### src/rtl/hex_display_sched.sv
// Round-robin owner of the six HEX displays with minimum dwell per owner; blanks when idle.
// Optional HEX_LZB_EN: blank leading-zero digits HEX5..HEX1 in the registered output stage.
module hex_display_sched #(
    parameter int N_REQ = 2,
    parameter int DWELL = 50_000_000
) (
    input  logic                 clk,
    input  logic                 reset,
    input  logic [N_REQ-1:0]     req,
    input  logic [N_REQ*24-1:0]  value,
    output logic [N_REQ-1:0]     grant,
    output logic [6:0]           HEX0,
    output logic [6:0]           HEX1,
    output logic [6:0]           HEX2,
    output logic [6:0]           HEX3,
    output logic [6:0]           HEX4,
    output logic [6:0]           HEX5
);

    localparam int PW = (N_REQ > 1) ? $clog2(N_REQ) : 1;
    localparam int CW = $clog2(DWELL);
    localparam logic [CW-1:0] DMAX    = CW'(DWELL - 1);
    localparam logic [PW-1:0] PTR_RST = PW'(N_REQ - 1);
    localparam logic [6:0]    BLANK   = 7'h7F;

    typedef enum logic {IDLE, SHOW} state_t;

    state_t          state, state_n;
    logic [PW-1:0]   ptr, ptr_n;
    logic [CW-1:0]   dwell, dwell_n;
    logic [N_REQ-1:0] grant_n;
    logic [6:0]      hex [6];
    logic [6:0]      hex_n [6];

    logic            any_found, other_found;
    logic [PW-1:0]   any_idx, other_idx, scan_idx;
    logic [3:0]      nib;
    logic            lead;

    function automatic logic [6:0] seg7(input logic [3:0] n);
        case (n)
            4'h0: seg7 = 7'b1000000;
            4'h1: seg7 = 7'b1111001;
            4'h2: seg7 = 7'b0100100;
            4'h3: seg7 = 7'b0110000;
            4'h4: seg7 = 7'b0011001;
            4'h5: seg7 = 7'b0010010;
            4'h6: seg7 = 7'b0000010;
            4'h7: seg7 = 7'b1111000;
            4'h8: seg7 = 7'b0000000;
            4'h9: seg7 = 7'b0010000;
            4'hA: seg7 = 7'b0001000;
            4'hB: seg7 = 7'b0000011;
            4'hC: seg7 = 7'b1000110;
            4'hD: seg7 = 7'b0100001;
            4'hE: seg7 = 7'b0000110;
            default: seg7 = 7'b0001110;
        endcase
    endfunction

    // Scan ptr+1, ptr+2, ... modulo N_REQ; "other" excludes the current owner at ptr.
    always_comb begin
        any_found   = 1'b0;
        any_idx     = ptr;
        other_found = 1'b0;
        other_idx   = ptr;
        scan_idx    = ptr;
        for (int k = 1; k <= N_REQ; k++) begin
            scan_idx = PW'((int'(ptr) + k) % N_REQ);
            if (!any_found && req[scan_idx]) begin
                any_found = 1'b1;
                any_idx   = scan_idx;
            end
            if (k < N_REQ && !other_found && req[scan_idx]) begin
                other_found = 1'b1;
                other_idx   = scan_idx;
            end
        end
    end

    always_ff @(posedge clk) begin
        if (reset) begin
            state <= IDLE;
            ptr   <= PTR_RST;
            dwell <= '0;
            grant <= '0;
            for (int d = 0; d < 6; d++) hex[d] <= BLANK;
        end else begin
            state <= state_n;
            ptr   <= ptr_n;
            dwell <= dwell_n;
            grant <= grant_n;
            for (int d = 0; d < 6; d++) hex[d] <= hex_n[d];
        end
    end

    always_comb begin
        state_n = state;
        ptr_n   = ptr;
        dwell_n = dwell;
        case (state)
            IDLE: begin
                if (any_found) begin
                    state_n = SHOW;
                    ptr_n   = any_idx;
                    dwell_n = '0;
                end
            end
            default: begin
                if (!req[ptr]) begin
                    dwell_n = '0;
                    if (other_found) ptr_n = other_idx;
                    else             state_n = IDLE;
                end else if (dwell == DMAX && other_found) begin
                    ptr_n   = other_idx;
                    dwell_n = '0;
                end else if (dwell != DMAX) begin
                    dwell_n = dwell + 1'b1;
                end
            end
        endcase
    end

    // Outputs are decoded from the next owner so grant and HEX register on the same edge.
    always_comb begin
        grant_n = '0;
        nib     = '0;
        lead    = 1'b1;
        for (int d = 0; d < 6; d++) hex_n[d] = BLANK;
        if (state_n == SHOW) begin
            grant_n[ptr_n] = 1'b1;
            for (int d = 5; d >= 0; d--) begin
                nib      = value[24*int'(ptr_n) + 4*d +: 4];
                hex_n[d] = seg7(nib);
`ifdef HEX_LZB_EN
                if (d > 0 && lead && nib == 4'h0) hex_n[d] = BLANK;
                else                              lead = 1'b0;
`else
                lead = 1'b0;
`endif
            end
        end
    end

    assign HEX0 = hex[0];
    assign HEX1 = hex[1];
    assign HEX2 = hex[2];
    assign HEX3 = hex[3];
    assign HEX4 = hex[4];
    assign HEX5 = hex[5];

endmodule
### config.mk
export PLATFORM = sky130hd
export DESIGN_NAME = hex_display_sched
export DESIGN_NICKNAME = d
export VERILOG_FILES = /design/src/rtl/hex_display_sched.sv
export SDC_FILE = /design/constraint.sdc
export NUM_CORES = 1
export LEC_CHECK = 0
export BUFFER_PORTS_ARGS = -buffer_cell sky130_fd_sc_hd__buf_2
export CAP_MARGIN = 20
export CORE_AREA = 3 3 150 152
export CTS_CLUSTER_DIAMETER = 150
export CTS_CLUSTER_SIZE = 10
export DETAILED_ROUTE_END_ITERATION = 8
export DIE_AREA = 0 0 153 155
export PLACE_DENSITY = 0.43
export SETUP_SLACK_MARGIN = 0.05
export SLEW_MARGIN = 10
export SYNTH_ARGS = -nofsm -noshare
export SYNTH_HDL_FRONTEND = slang
export SYNTH_SLANG_ARGS = --single-unit
### constraint.sdc
create_clock -name clk -period 5.2 [get_ports clk]
set_input_delay 0 -clock clk [delete_from_list [all_inputs] [get_ports clk]]
set_output_delay 0 -clock clk [all_outputs]
set_load 0.03 [all_outputs]
==> results.json <==
{
  "max_clock_freq_ghz": 0.266,
  "via_count_of_the_first_global_routing_pass": 4827,
  "wl_um": 16600,
  "detail_route.wl_per_cell_um": 16.6,
  "pwr_density_cell_mw_per_mm2": 290,
  "seq_area_frac_synth": 0.273,
  "total_routing_usage_gr": 0.136,
  "cts_setup_buffers": 0,
  "cp_slowest_stage_delay_ns": 0.62,
  "crit_path_start": "ptr$_SDFF_PP1_",
  "critPathKind": "register to register",
  "initialDrtViolationCount": 353,
  "post_layout_total_power_mw": 1.84,
  "route.detailed.drc": 0,
  "total_via_count_in_the_routed_design": 5147,
  "synthSimpleGateAreaFrac": 0.210,
  "timing_hold_violations_final": 0,
  "worstPathArrival_ns": 3.95,
  "ys_top_cells_by_area": "sky130_fd_sc_hd__dfxtp_1 (27%), sky130_fd_sc_hd__ha_1 (8.3%), sky130_fd_sc_hd__mux2i_1 (7.8%), sky130_fd_sc_hd__a21oi_1 (4.0%), sky130_fd_sc_hd__o21ai_0 (3.8%)",
  "relative_contribution_of_combinational_cells_to_total_power": 0.327,
  "power.share.sequential": 0.335,
  "synth_seq_cells": 72,
  "synthesis.nets": 727,
  "power.ir.vdd_worst_mv": 0.162,
  "clockPowerShare": 0.337,
  "largest_net_degree_at_the_start_of_global_routing": 29,
  "clock_tree.buffer_depth": 2,
  "synth.yosys.warnings": 0,
  "n_antenna_cell": 0,
  "holdCritPathClass": "primary input to register",
  "worst_slew_pin_slew_ns": 1.01,
  "globalplace.congestion": 0.773,
  "rsz0062_at_grt": "false",
  "first_pass_grt_wire_length_um": 26400,
  "antenna_left": 0,
  "library_cells_used_by_synthesis": 70,
  "globalRouteOverflowTotal": 0,
  "initial_antenna_violation_count": 1,
  "clock-skew-final_ns": 0.0104,
  "worstPathBufferInverterCount": 2,
  "max_cap_violations": 0,
  "port-buffer-count": 95,
  "detail_route.vias_per_cell": 5.13,
  "netlist_top_cells_count": "sky130_fd_sc_hd__dfxtp_1 (72), sky130_fd_sc_hd__nor2_1 (53), sky130_fd_sc_hd__a21oi_1 (42)",
  "setup.worst_path.start_class": "register",
  "synth.top_cell.area_share": 0.273,
  "initial_util": 0.250,
  "drive_gt1_frac": 0.189,
  "cts_num_sinks": 72,
  "syn2layout_area_growth_pct": 19.9,
  "muxShareOfSynthArea": 0.0861,
  "die-area_mm2": 0.0237,
  "path_clk_slew_ns": 0.06,
  "synth.most_common_cell": "sky130_fd_sc_hd__dfxtp_1",
  "fp.dieW_um": 153,
  "die_y_um": 155,
  "rr_worst_depth": 9,
  "worst_hold_endpoint": "hex[1][1]$_SDFF_PP1_",
  "reg2reg_slack_ns": 1.44,
  "synth_enable_flop_cells": 0,
  "synthDominantAreaCellType": "sky130_fd_sc_hd__dfxtp_1",
  "cellInternalPower_mw": 1.18,
  "power.switching_fraction": 0.360,
  "synth-adder-area-share": 0.0828,
  "cts_buffers": 9,
  "cts-htree-levels": 3,
  "fin_crit_sh": 0.722,
  "finish.net_count": 811,
  "cp_slowest_cell": "sky130_fd_sc_hd__o211ai_1",
  "core_area_mm2": 0.0212,
  "ys.flop_type": "sky130_fd_sc_hd__dfxtp_1",
  "post_synth_xor_area_fraction": 0.0298,
  "critical_path.top_delay_family": "compound AO/OA/AOI/OAI gates",
  "clkLatencyLatePin_ns": 0.35,
  "crit_path_max_fanout": 19,
  "io-pin-count": 96,
  "syn-cell-area_mm2": 0.00529,
  "slew_viol_final": 0,
  "num-fill-cells": 2292,
  "regToRegStartpoint": "ptr$_SDFF_PP1_",
  "worst-endpoint-required_ns": 5.39,
  "synth.avg_cell_area_um2": 8.26,
  "synth_top_family_by_area": "compound AO/OA/AOI/OAI gates",
  "timing.hold.worst_path_depth": 4,
  "power_switching_mw": 0.662,
  "fp-row-count": 53,
  "power.static_leakage_nw": 2.62,
  "post_cts.resized_instances": 0,
  "period_minus_slack_ns": 3.76,
  "min_from": "value[28]",
  "end_kind": "register",
  "fin_setup_tns_ns": 0,
  "path_cells": "nand2_1, o211ai_1, buf_4, mux2i_1, inv_1, ha_1, a21boi_0, a2111oi_0, a31oi_1",
  "outcome": "completed",
  "drtPass1Iterations": 5,
  "synth_compound_gate_area_share": 0.270,
  "tritoncts": "built",
  "timing.final.setup_violations": 0,
  "headroom_to_the_max_slew_limit": 0.322,
  "clock_tree.root_cell": "sky130_fd_sc_hd__clkbuf_16",
  "dpl.hpwl_um": 12100,
  "post_synth_inst_count": 640,
  "worst_r2r_endpoint": "hex[0][3]$_SDFF_PP1_",
  "async_flop_share": 0
}
[final cells by class]
class | count | area, um2 | area share
Clock buffer | 9 | 225 | 0.0355
Timing Repair Buffer | 106 | 561 | 0.0884
Tap cell | 275 | 344 | 0.0542
Sequential cell | 72 | 1440 | 0.227
Clock inverter | 7 | 70.1 | 0.0110
Inverter | 29 | 109 | 0.0172
Multi-Input combinational cell | 506 | 3590 | 0.566
[repair_timing]
item,CTS,global route
endpoints found under the hold margin,1,0
endpoints found under the setup margin,0,0
hold buffers,1,0
[metal layers]
layer,global-route usage,part of all wire
met3,0.0292,0.051
met4,0.0310,0.010
met5,0,0.00078
met1,0.195,0.49
met2,0.209,0.44
[cell families (layout without fill, tap and decap cells)]
logic type,Yosys count,count (layout)
xor gates and xnor gates,18,18
and+or+nand+nor,207,207
adders and majority gates,35,35
buffers and inverters,62,151
AOI/OAI and AO/OA,201,201
DFF,72,72
muxes,45,45
[stage by stage]
| step | setup slack, ns | instance area (um2) | hold slack (ns) | utilization | cells |
|---|---|---|---|---|---|
| global placement | 1.56 | 6040 | 0.273 | 0.285 | 987 |
| floorplan | 2.12 | 5290 | 0.101 | - | 640 |
| global route | 1.09 | 6340 | 0.171 | 0.300 | 1004 |
| finish | 1.44 | 6340 | 0.107 | 0.300 | 1004 |
| CTS | 1.49 | 6340 | 0.0995 | 0.300 | 1004 |
| detailed placement | 1.53 | 6040 | 0.277 | 0.285 | 987 |
[worst max path at each step]
| stage | end | cells after the start |
|---|---|---|
| 5_1_grt | hex[0][3]$_SDFF_PP1_ | 9 |
| 4_1_cts | hex[4][3]$_SDFF_PP1_ | 12 |
| 3_5_place_dp | hex[4][3]$_SDFF_PP1_ | 9 |
| 2_1_floorplan | hex[5][3]$_SDFF_PP1_ | 12 |
| 3_3_place_gp | hex[0][3]$_SDFF_PP1_ | 12 |
| 6_report | hex[0][3]$_SDFF_PP1_ | 9 |
[placed cells by master (no fill, tap or decap), types with 8 or more instances in the layout]
cell / n
sky130_fd_sc_hd__buf_2: 95
sky130_fd_sc_hd__dfxtp_1: 72
sky130_fd_sc_hd__nor2_1: 53
sky130_fd_sc_hd__a21oi_1: 42
sky130_fd_sc_hd__mux2i_1: 41
sky130_fd_sc_hd__o21ai_0: 40
sky130_fd_sc_hd__nand3_1: 35
sky130_fd_sc_hd__ha_1: 35
sky130_fd_sc_hd__nand2_1: 30
sky130_fd_sc_hd__inv_1: 28
sky130_fd_sc_hd__nor3_1: 24
sky130_fd_sc_hd__a211oi_1: 14
sky130_fd_sc_hd__xor2_1: 14
sky130_fd_sc_hd__a31oi_1: 13
sky130_fd_sc_hd__o221ai_1: 12
sky130_fd_sc_hd__a221o_1: 10
sky130_fd_sc_hd__and2_1: 10
sky130_fd_sc_hd__buf_4: 10
sky130_fd_sc_hd__clkbuf_16: 9
sky130_fd_sc_hd__or3_1: 8
[registers in the layout, summed over array words and instances, names as in the netlist]
name and flops:
dwell 26, ptr 1, state 1, grant 2, hex 42
[worst reg2reg max path, cell delays in order (launching register included)]
cell,delay (ns)
sky130_fd_sc_hd__dfxtp_1,0.59
sky130_fd_sc_hd__nand2_1,0.50
sky130_fd_sc_hd__o211ai_1,0.62
sky130_fd_sc_hd__buf_4,0.39
sky130_fd_sc_hd__mux2i_1,0.48
sky130_fd_sc_hd__inv_1,0.16
sky130_fd_sc_hd__ha_1,0.24
sky130_fd_sc_hd__a21boi_0,0.12
sky130_fd_sc_hd__a2111oi_0,0.43
sky130_fd_sc_hd__a31oi_1,0.07
[power by group through the flow]
stage | Sequential, mW | Clock, mW | Combinational [mW]
2_1_floorplan | 0.721 | 0 | 0.336
3_3_place_gp | 0.630 | 0 | 0.608
3_5_place_dp | 0.629 | 0 | 0.599
4_1_cts | 0.618 | 0.647 | 0.603
5_1_grt | 0.622 | 0.672 | 0.659
6_report | 0.617 | 0.621 | 0.602
No activity file was read; power rests on OpenSTA's default activity.
